[config.mk]
export PLATFORM = sky130hd
export DESIGN_NAME = mem_arbiter_flat
export DESIGN_NICKNAME = d
export VERILOG_FILES = /design/src/rtl/mem_arbiter_if.sv /design/src/rtl/mem_arbiter.sv /design/src/flat_wrapper.sv
export SDC_FILE = /design/constraint.sdc
export NUM_CORES = 1
export LEC_CHECK = 0
export ABC_AREA = 1
export CAP_MARGIN = 20
export CORE_AREA = 3 3 211 213
export DETAILED_ROUTE_END_ITERATION = 10
export DIE_AREA = 0 0 214 216
export GPL_TIMING_DRIVEN = 1
export PLACE_DENSITY = 0.57
export SLEW_MARGIN = 20
export SYNTH_ARGS = -nofsm -noshare
export SYNTH_HDL_FRONTEND = slang
export SYNTH_SLANG_ARGS = --single-unit
[constraint.sdc]
create_clock -name clock -period 1.3 [get_ports clock]
set_clock_uncertainty 0.2 [all_clocks]
set_input_delay 0.26 -clock clock [delete_from_list [all_inputs] [get_ports clock]]
set_output_delay 0.26 -clock clock [all_outputs]
set_load 0.1 [all_outputs]
[src/rtl/mem_arbiter_if.sv]
// Request/response bundle around the shared memory arbiter: IFU and LSU requester
// channels plus the single memory port. The master modport is the arbiter's view.
interface mem_arbiter_if #(
  parameter int unsigned ADDR_W = 64,
  parameter int unsigned DATA_W = 64
);
  localparam int unsigned MASK_W = DATA_W / 8;

  logic              ifu_req_valid;
  logic              ifu_req_ready;
  logic [ADDR_W-1:0] ifu_req_addr;
  logic              ifu_resp_valid;
  logic [DATA_W-1:0] ifu_resp_data;

  logic              lsu_req_valid;
  logic              lsu_req_ready;
  logic [ADDR_W-1:0] lsu_req_addr;
  logic              lsu_req_wen;
  logic [DATA_W-1:0] lsu_req_wdata;
  logic [MASK_W-1:0] lsu_req_wmask;
  logic              lsu_resp_valid;
  logic [DATA_W-1:0] lsu_resp_data;

  logic              mem_req_valid;
  logic              mem_req_ready;
  logic [ADDR_W-1:0] mem_req_addr;
  logic              mem_req_wen;
  logic [DATA_W-1:0] mem_req_wdata;
  logic [MASK_W-1:0] mem_req_wmask;
  logic              mem_resp_valid;
  logic [DATA_W-1:0] mem_resp_data;

  modport master (
    input  ifu_req_valid, ifu_req_addr,
    output ifu_req_ready, ifu_resp_valid, ifu_resp_data,
    input  lsu_req_valid, lsu_req_addr, lsu_req_wen, lsu_req_wdata, lsu_req_wmask,
    output lsu_req_ready, lsu_resp_valid, lsu_resp_data,
    output mem_req_valid, mem_req_addr, mem_req_wen, mem_req_wdata, mem_req_wmask,
    input  mem_req_ready, mem_resp_valid, mem_resp_data
  );

  modport slave (
    output ifu_req_valid, ifu_req_addr,
    input  ifu_req_ready, ifu_resp_valid, ifu_resp_data,
    output lsu_req_valid, lsu_req_addr, lsu_req_wen, lsu_req_wdata, lsu_req_wmask,
    input  lsu_req_ready, lsu_resp_valid, lsu_resp_data,
    input  mem_req_valid, mem_req_addr, mem_req_wen, mem_req_wdata, mem_req_wmask,
    output mem_req_ready, mem_resp_valid, mem_resp_data
  );
endinterface

[src/rtl/mem_arbiter.sv]
// Round-robin arbiter sharing one memory port between fetch and load/store,
// with a single outstanding transaction and response routing by owner.
module mem_arbiter #(
  parameter int unsigned ADDR_W = 64,
  parameter int unsigned DATA_W = 64
) (
  input logic           clock,
  input logic           reset,
  mem_arbiter_if.master bus
);
  localparam int unsigned MASK_W = DATA_W / 8;

  typedef enum logic [1:0] {IDLE = 2'd0, REQ = 2'd1, WAIT = 2'd2} state_t;

  state_t            state;
  logic              owner;       // 0 = IFU, 1 = LSU
  logic              last_grant;
  logic [ADDR_W-1:0] addr_q;
  logic              wen_q;
  logic [DATA_W-1:0] wdata_q;
  logic [MASK_W-1:0] wmask_q;

  logic grant_lsu;
  logic take_ifu;
  logic take_lsu;
  logic resp_hit;

  // On a tie the side that was not served last wins.
  always_comb begin
    grant_lsu = bus.lsu_req_valid && (!bus.ifu_req_valid || !last_grant);
    take_lsu  = (state == IDLE) && grant_lsu;
    take_ifu  = (state == IDLE) && bus.ifu_req_valid && !grant_lsu;
    resp_hit  = (state == WAIT) && bus.mem_resp_valid;
  end

  assign bus.ifu_req_ready  = take_ifu;
  assign bus.lsu_req_ready  = take_lsu;
  assign bus.ifu_resp_valid = resp_hit && !owner;
  assign bus.lsu_resp_valid = resp_hit && owner;
  assign bus.ifu_resp_data  = bus.mem_resp_data;
  assign bus.lsu_resp_data  = bus.mem_resp_data;

  assign bus.mem_req_valid  = (state == REQ);
  assign bus.mem_req_addr   = addr_q;
  assign bus.mem_req_wen    = wen_q;
  assign bus.mem_req_wdata  = wdata_q;
  assign bus.mem_req_wmask  = wmask_q;

  always_ff @(posedge clock) begin
    if (reset) begin
      state      <= IDLE;
      owner      <= 1'b0;
      last_grant <= 1'b1;
      addr_q     <= '0;
      wen_q      <= 1'b0;
      wdata_q    <= '0;
      wmask_q    <= '0;
    end else begin
      case (state)
        IDLE: begin
          if (take_lsu) begin
            addr_q  <= bus.lsu_req_addr;
            wen_q   <= bus.lsu_req_wen;
            wdata_q <= bus.lsu_req_wdata;
            wmask_q <= bus.lsu_req_wmask;
            owner   <= 1'b1;
            state   <= REQ;
          end else if (take_ifu) begin
            addr_q  <= bus.ifu_req_addr;
            wen_q   <= 1'b0;
            wdata_q <= '0;
            wmask_q <= '0;
            owner   <= 1'b0;
            state   <= REQ;
          end
        end
        REQ: begin
          if (bus.mem_req_ready) state <= WAIT;
        end
        WAIT: begin
          if (bus.mem_resp_valid) begin
            last_grant <= owner;
            state      <= IDLE;
          end
        end
        default: state <= IDLE;
      endcase
    end
  end
endmodule

[src/flat_wrapper.sv]
// flat-port wrapper written by rule: the top's interface ports become plain ports
module mem_arbiter_flat 
#(
  parameter int unsigned ADDR_W = 64,
  parameter int unsigned DATA_W = 64
)
  (clock, reset, bus_ifu_req_valid, bus_ifu_req_addr, bus_ifu_req_ready, bus_ifu_resp_valid, bus_ifu_resp_data, bus_lsu_req_valid, bus_lsu_req_addr, bus_lsu_req_wen, bus_lsu_req_wdata, bus_lsu_req_wmask, bus_lsu_req_ready, bus_lsu_resp_valid, bus_lsu_resp_data, bus_mem_req_valid, bus_mem_req_addr, bus_mem_req_wen, bus_mem_req_wdata, bus_mem_req_wmask, bus_mem_req_ready, bus_mem_resp_valid, bus_mem_resp_data);
  mem_arbiter_if #(.ADDR_W(ADDR_W), .DATA_W(DATA_W)) bus_i ();
  input logic clock;
  input logic reset;
  input wire logic [$bits(bus_i.ifu_req_valid)-1:0] bus_ifu_req_valid;
  input wire logic [$bits(bus_i.ifu_req_addr)-1:0] bus_ifu_req_addr;
  output wire logic [$bits(bus_i.ifu_req_ready)-1:0] bus_ifu_req_ready;
  output wire logic [$bits(bus_i.ifu_resp_valid)-1:0] bus_ifu_resp_valid;
  output wire logic [$bits(bus_i.ifu_resp_data)-1:0] bus_ifu_resp_data;
  input wire logic [$bits(bus_i.lsu_req_valid)-1:0] bus_lsu_req_valid;
  input wire logic [$bits(bus_i.lsu_req_addr)-1:0] bus_lsu_req_addr;
  input wire logic [$bits(bus_i.lsu_req_wen)-1:0] bus_lsu_req_wen;
  input wire logic [$bits(bus_i.lsu_req_wdata)-1:0] bus_lsu_req_wdata;
  input wire logic [$bits(bus_i.lsu_req_wmask)-1:0] bus_lsu_req_wmask;
  output wire logic [$bits(bus_i.lsu_req_ready)-1:0] bus_lsu_req_ready;
  output wire logic [$bits(bus_i.lsu_resp_valid)-1:0] bus_lsu_resp_valid;
  output wire logic [$bits(bus_i.lsu_resp_data)-1:0] bus_lsu_resp_data;
  output wire logic [$bits(bus_i.mem_req_valid)-1:0] bus_mem_req_valid;
  output wire logic [$bits(bus_i.mem_req_addr)-1:0] bus_mem_req_addr;
  output wire logic [$bits(bus_i.mem_req_wen)-1:0] bus_mem_req_wen;
  output wire logic [$bits(bus_i.mem_req_wdata)-1:0] bus_mem_req_wdata;
  output wire logic [$bits(bus_i.mem_req_wmask)-1:0] bus_mem_req_wmask;
  input wire logic [$bits(bus_i.mem_req_ready)-1:0] bus_mem_req_ready;
  input wire logic [$bits(bus_i.mem_resp_valid)-1:0] bus_mem_resp_valid;
  input wire logic [$bits(bus_i.mem_resp_data)-1:0] bus_mem_resp_data;
  assign bus_i.ifu_req_valid = bus_ifu_req_valid;
  assign bus_i.ifu_req_addr = bus_ifu_req_addr;
  assign bus_ifu_req_ready = bus_i.ifu_req_ready;
  assign bus_ifu_resp_valid = bus_i.ifu_resp_valid;
  assign bus_ifu_resp_data = bus_i.ifu_resp_data;
  assign bus_i.lsu_req_valid = bus_lsu_req_valid;
  assign bus_i.lsu_req_addr = bus_lsu_req_addr;
  assign bus_i.lsu_req_wen = bus_lsu_req_wen;
  assign bus_i.lsu_req_wdata = bus_lsu_req_wdata;
  assign bus_i.lsu_req_wmask = bus_lsu_req_wmask;
  assign bus_lsu_req_ready = bus_i.lsu_req_ready;
  assign bus_lsu_resp_valid = bus_i.lsu_resp_valid;
  assign bus_lsu_resp_data = bus_i.lsu_resp_data;
  assign bus_mem_req_valid = bus_i.mem_req_valid;
  assign bus_mem_req_addr = bus_i.mem_req_addr;
  assign bus_mem_req_wen = bus_i.mem_req_wen;
  assign bus_mem_req_wdata = bus_i.mem_req_wdata;
  assign bus_mem_req_wmask = bus_i.mem_req_wmask;
  assign bus_i.mem_req_ready = bus_mem_req_ready;
  assign bus_i.mem_resp_valid = bus_mem_resp_valid;
  assign bus_i.mem_resp_data = bus_mem_resp_data;
  mem_arbiter #(.ADDR_W(ADDR_W), .DATA_W(DATA_W)) u_core (.clock(clock), .reset(reset), .bus(bus_i));
endmodule
==> results of run 1 <==
## repair_timing
action	in CTS	in global routing
gates cloned	16	7
hold buffers	2	0
setup buffers	87	50
gates resized for setup	233	194
pin swaps	27	21
endpoints found under the hold margin	4	0
setup endpoints to repair	280	282
## routing by layer
metal  vias up  part of all wire, %
li1       3741                    -
met1      3517                   38
met2       283                   51
met3        63                  8.3
met4         2                  2.9
met5         -                0.043
## worst paths after layout
kind | to | slack (ns) | from
setup / recovery | bus_mem_req_valid | -0.61 | u_core.state[0]
hold / removal | u_core.last_grant | 0.07 | reset
hold reg to reg | u_core.last_grant | 0.27 | u_core.last_grant
setup reg to reg | u_core.bus.mem_req_wdata[18] | -0.49 | u_core.state[0]
## cells by family (layout without fill, tap and decap cells)
family	Yosys count	in the layout	synth area share (%)
compound gates	204	204	16.5
buf+inv	324	702	25.7
flops	141	141	38.4
simple gates	358	358	19.4
## flip-flops by register name, indices dropped and copies added, names as in the netlist
| signal | count |
|---|---|
| u_core.bus.mem_req_addr | 64 |
| u_core.bus.mem_req_wmask | 8 |
| u_core.state | 2 |
| u_core.bus.mem_req_wen | 1 |
| u_core.bus.mem_req_wdata | 64 |
| u_core.last_grant | 1 |
| u_core.owner | 1 |
## final cells by class
| cell class | count | area (µm²) |
|---|---|---|
| inverter | 136 | 539 |
| clock buffer | 19 | 443 |
| timing repair inverter | 1 | 16.3 |
| clock inverter | 12 | 160 |
| timing repair buffer | 534 | 7090 |
| sequential | 141 | 3230 |
| tap | 585 | 732 |
| multi-input combinational | 562 | 3820 |
| fill | 4226 | 26900 |
## worst reg2reg max path, cell delays in order, from the launching register on
cell and delay [ns]:
dfxtp_4 0.37, clkinv_4 0.05, buf_4 0.09, buf_6 0.09, nand2_4 0.05, nor2_4 0.15, buf_6 0.18, clkinv_8 0.10
buf_12 0.15, buf_16 0.15, nand2_4 0.07, a21oi_2 0.04
## metrics by stage
stage                     utilization, %  cell area, µm²  hold slack (ns)  setup TNS [ns]
final                               37.4           16000           0.0652          -77.32
after global routing                37.4           16000           0.0633          -95.10
after CTS                           35.0           15000           0.0119         -108.00
after detailed placement            29.2           12500            0.258          -90.58
after global placement              29.2           12500            0.259          -85.71
after floorplan                        -            7860            0.189           -5.73
## synth_stat cells (4+ instances only)
cell,instances,area [µm²]
a21oi_1,89,445
a21oi_2,50,438
buf_2,25,125
buf_4,130,976
buf_6,17,191
clkbuf_1,13,48.8
dfxtp_1,141,2820
inv_1,132,495
inv_2,4,15.0
nand2_1,325,1220
nand2_2,21,131
nor2_1,5,18.8
o21ai_0,17,85.1
o21ai_1,47,235
## power breakdown
group | switching [mW] | total (mW) | internal (mW)
sequential | 0.409 | 5.09 | 4.68
combinational | 4.59 | 8.14 | 3.55
clock | 2.08 | 5.15 | 3.08
total | 7.08 | 18.4 | 11.3
==> run_results.csv, run 1 <==
group,metric,value,unit
placed_design,pre_cts_slack,-0.688,ns
grt,grt_util_all_layers,12.5,%
timing,finalHoldViolCount,0,
grt,grt_pass1_vias,7688,
outcome,violations,"setup timing",
run,max_cap_violations,0,
cts,clock_sinks,141,
routing,ant_nets,0,
cts,cts_tree,"done",
grt,gr-total-overflow,0,
floorplanning,core_area,0.0429,mm²
critical_path,cp-start-kind,"flop",
synthesis,yosys_warnings,0,
synthesis,yosys_most_used_dff,"dfxtp_1",
critical_path,critPathMaxFanout,3,
critical_path,critical_path_class,"reg -> out",
synthesis,ys_ff_latch,141,
timing,finalSetupViolCount,282,
floorplanning,floorplan.initialDensity,17.1,%
floorplanning,fp.dieW,214,µm
routing,drt_pass1_iterations,6,
finish,drive_above_1_share,56.7,%
critical_path,cp.depth,5,
cts,cts_buffers,17,
floorplanning,die_area,0.0462,mm²
hold_path,hold_path_class,"in -> reg",
floorplanning,design.portCount,541,
cts,htreeDepth,4,
critical_path,crit_path_end_kind,"output pin",
critical_path,ff2ff_path_depth,11,
synthesis,avgSynthCellArea,7.15,µm²
pwr,ir_drop,0.886,mV
timing,layout_setup_ws,-0.614,ns
synthesis,ys_async_sr_fraction,0,%
finish,instances_no_fill,1990,
cts,clkSlewWorstSetupHoldPaths,0.06,ns
timing,rsz0062_at_grt,"yes",
routing,via_count,7606,
grt,antenna_found_initial,1,
grt,grt_busiest_layer,"met2",
critical_path,path_cells,"clkinv_4, buf_6, buf_4, nor2_4, buf_12",
pwr,power_leakage,7.23,nW
grt,use_met2,21.2,%
finish,final_common_cell,"nand2_1",
critical_path,critPathTopFamily,"buffers and inverters",
grt,grt_pass1_wl,44700,µm
placed_design,place_congestion,0.797,
routing,drtIter0Drc,187,
critical_path,max_stage_delay,0.38,ns
placed_design,hpwl,20500,µm
synthesis,synthCells,1027,
grt,grt_util_met3,5.48,%
routing,wl_per_cell,15.3,µm
outcome,outcome,"complete, but fails checks",
timing,maxSlewViolCount,0,
routing,vias_per_cell,3.82,
placed_design,portBuffers,348,
synthesis,synth_fp_nets,1298,
cts,clockBufferDepth,2,
timing,period_share,147,%
critical_path,arrival,1.45,ns
finish,diodes,0,
routing,drc,0,
cts,clock_latency,0.44,ns
finish,syn_to_final_growth,118,%
critical_path,slowest_stage,"dfxtp_4",
grt,use_met1,13.6,%
timing,slew_headroom,73.0,%
hold_path,worst_hold_path.num_cells,4,
pwr,p_total,18.4,mW
timing,tightest_slew,0.406,ns
floorplanning,rows,76,
critical_path,critPathBufInv,4,
synthesis,ys_types,22,
timing,layout_min_cycle_time,1.91,ns
timing,fmax,523,MHz
floorplanning,die-height,216,µm
critical_path,worstPathRequired,0.84,ns
finish,final_net_count,1664,
synthesis,synth_edf_count,0,
placed_design,placedCellCount,1812,
pwr,p_per_area,1150,mW/mm²
finish,mostFrequentLayoutCells,"nand2_1 (225), clkdlybuf4s50_1 (204), buf_12 (172), inv_1 (129), buf_4 (122)",
grt,grt_max_degree,48,
routing,wl,30400,µm
synthesis,yosysSeqAreaShare,38.4,%
synthesis,netlist_area,0.00734,mm²
cts,cts_root_buffer,"clkbuf_16",
Note: power is estimated with default switching activity, not from simulation.
==> run 2: changes to the inputs <==
Settings changed: PLACE_DENSITY 0.57 to 0.59.
==> run 2 against run 1 <==
The flow still finishes with violations (setup timing). Die area unchanged. Count of clock-buffer cells in the layout unchanged. Via count grew 2.0%. Total power is 1.6% higher. Clock power up 1%. Register-to-register slack improved by 0.05 ns. Highest routed layer is now met4.
==> run_results.csv, run 2 (synthesized netlist as in run 1, its figures left out) <==
group,metric,value,unit
outcome,outcome,"complete, but fails checks",
outcome,violations,"setup timing",
floorplanning,floorplan.initialDensity,17.1,%
pwr,swShare,38.7,%
routing,ant_nets,0,
floorplanning,die_area,0.0462,mm²
critical_path,critPathBufInv,4,
floorplanning,die-height,216,µm
critical_path,worstPathRequired,0.84,ns
critical_path,max_stage_delay,0.37,ns
pwr,p_int,11.5,mW
routing,drt_pass1_iterations,4,
pwr,p_total,18.7,mW
grt,gr-total-overflow,0,
routing,drtIter0Drc,229,
critical_path,critical_path_class,"reg -> out",
critical_path,crit_path_end_kind,"output pin",
pwr,p_per_area,1150,mW/mm²
finish,syn_to_final_growth,122,%
pwr,ir_drop,0.715,mV
timing,fmax,524,MHz
run,max_cap_violations,0,
routing,drc,0,
critical_path,cp-start-kind,"flop",
grt,grt_pass1_vias,8028,
timing,period_share,147,%
cts,cts_root_buffer,"clkbuf_16",
hold_path,hold_path_class,"in -> reg",
critical_path,critPathMaxFanout,3,
cts,clkSlewWorstSetupHoldPaths,0.06,ns
grt,grt_pass1_wl,46200,µm
grt,grt_util_met3,5.90,%
grt,grt_busiest_layer,"met2",
placed_design,hpwl,20500,µm
finish,final_net_count,1688,
cts,ctsHoldBuffers,0,
timing,layout_setup_ws,-0.608,ns
timing,rsz0062_at_grt,"yes",
pwr,p_sw,7.23,mW
timing,layout_min_cycle_time,1.91,ns
timing,tightest_slew,0.555,ns
floorplanning,core_area,0.0429,mm²
cts,clock_latency,0.43,ns
finish,instances_no_fill,2015,
critical_path,slowest_stage,"dfxtp_4",
placed_design,placedCellCount,1817,
timing,maxSlewViolCount,0,
grt,use_met1,13.9,%
critical_path,arrival,1.45,ns
grt,use_met2,22.2,%
routing,via_count,7757,
placed_design,place_congestion,0.802,
floorplanning,fp.dieW,214,µm
grt,grt_util_all_layers,12.9,%
pwr,power_frac_clock,27.8,%
routing,wl_per_cell,16.0,µm
routing,vias_per_cell,3.85,
floorplanning,rows,76,
critical_path,path_cells,"inv_6, buf_6, buf_4, nand3_4, nor2_4, buf_12",
finish,fin_util,37.9,%
placed_design,portBuffers,348,
cts,cts_tree,"done",
grt,antenna_found_initial,0,
cts,clockBufferDepth,2,
critical_path,critPathTopFamily,"buffers and inverters",
pwr,p_comb_share,44.8,%
cts,htreeDepth,4,
finish,diodes,0,
timing,finalHoldViolCount,0,
finish,drive_above_1_share,58.1,%
timing,slew_headroom,63.0,%
routing,wl,32200,µm
timing,finalSetupViolCount,281,
finish,final_common_cell,"nand2_1",
grt,grt_max_degree,77,
timing,worst_hold_slack,0.119,ns
floorplanning,design.portCount,541,
cts,clock_sinks,141,
finish,mostFrequentLayoutCells,"nand2_1 (219), clkdlybuf4s50_1 (205), buf_12 (176), buf_4 (132), inv_1 (129)",
pwr,power_leakage,7.34,nW
pwr,seqPwrFrac,27.4,%
cts,cts_buffers,17,
[run 2: timing repair]
action | 4_1_cts | 5_1_grt
setup buffers | 106 | 53
gates cloned | 18 | 5
gates resized for setup | 236 | 201
pin swaps | 30 | 20
endpoints found under the setup margin | 280 | 281
[run 2: per-layer routing]
metal	wire (µm)	share of wire, %
met1	12400	38
met2	16300	50
met3	2700	8.4
met4	914	2.8
met5	0	0
[run 2: final cells by class]
cell class                      count  area, µm²
Tap cell                          585        732
Fill cell                        4166      26600
Clock buffer                       19        443
Timing Repair Buffer              558       7310
Multi-Input combinational cell    562       3900
Inverter                          136        542
Timing Repair inverter              1       20.0
Sequential cell                   141       3160
Clock inverter                     13        165
[run 2: path summary, 6_finish.rpt]
check	start	to	slack, ns	cells after the start
worst max-delay path	u_core.state[0]	bus_ifu_resp_valid	-0.61	6
worst min-delay path	reset	u_core.last_grant	0.12	4
worst max register to register	u_core.state[1]	u_core.bus.mem_req_addr[15]	-0.44	10
worst min register to register	u_core.last_grant	u_core.last_grant	0.28	2
[run 2: tightest hold or removal path: stages]
cell and delay (ns):
buf_4 0.11, inv_2 0.06, buf_12 0.17, nand3_1 0.11
[run 2: power by group through the flow]
stage | Clock [mW] | Combinational (mW) | Sequential (mW)
2_1_floorplan | 0 | 3.25 | 7.53
3_3_place_gp | 0 | 6.37 | 5.23
3_5_place_dp | 0 | 6.41 | 5.25
4_1_cts | 5.40 | 7.90 | 5.14
5_1_grt | 5.56 | 8.72 | 5.16
6_report | 5.20 | 8.37 | 5.12
[run 2: metrics by stage]
stage	setup TNS (ns)	worst slack (ns)	cell area [µm²]
floorplan	-5.73	-0.263	7860
global placement	-83.54	-0.663	12500
detailed placement	-89.06	-0.700	12500
CTS	-77.19	-0.678	15200
global route	-85.04	-0.713	16300
finish	-66.96	-0.608	16300
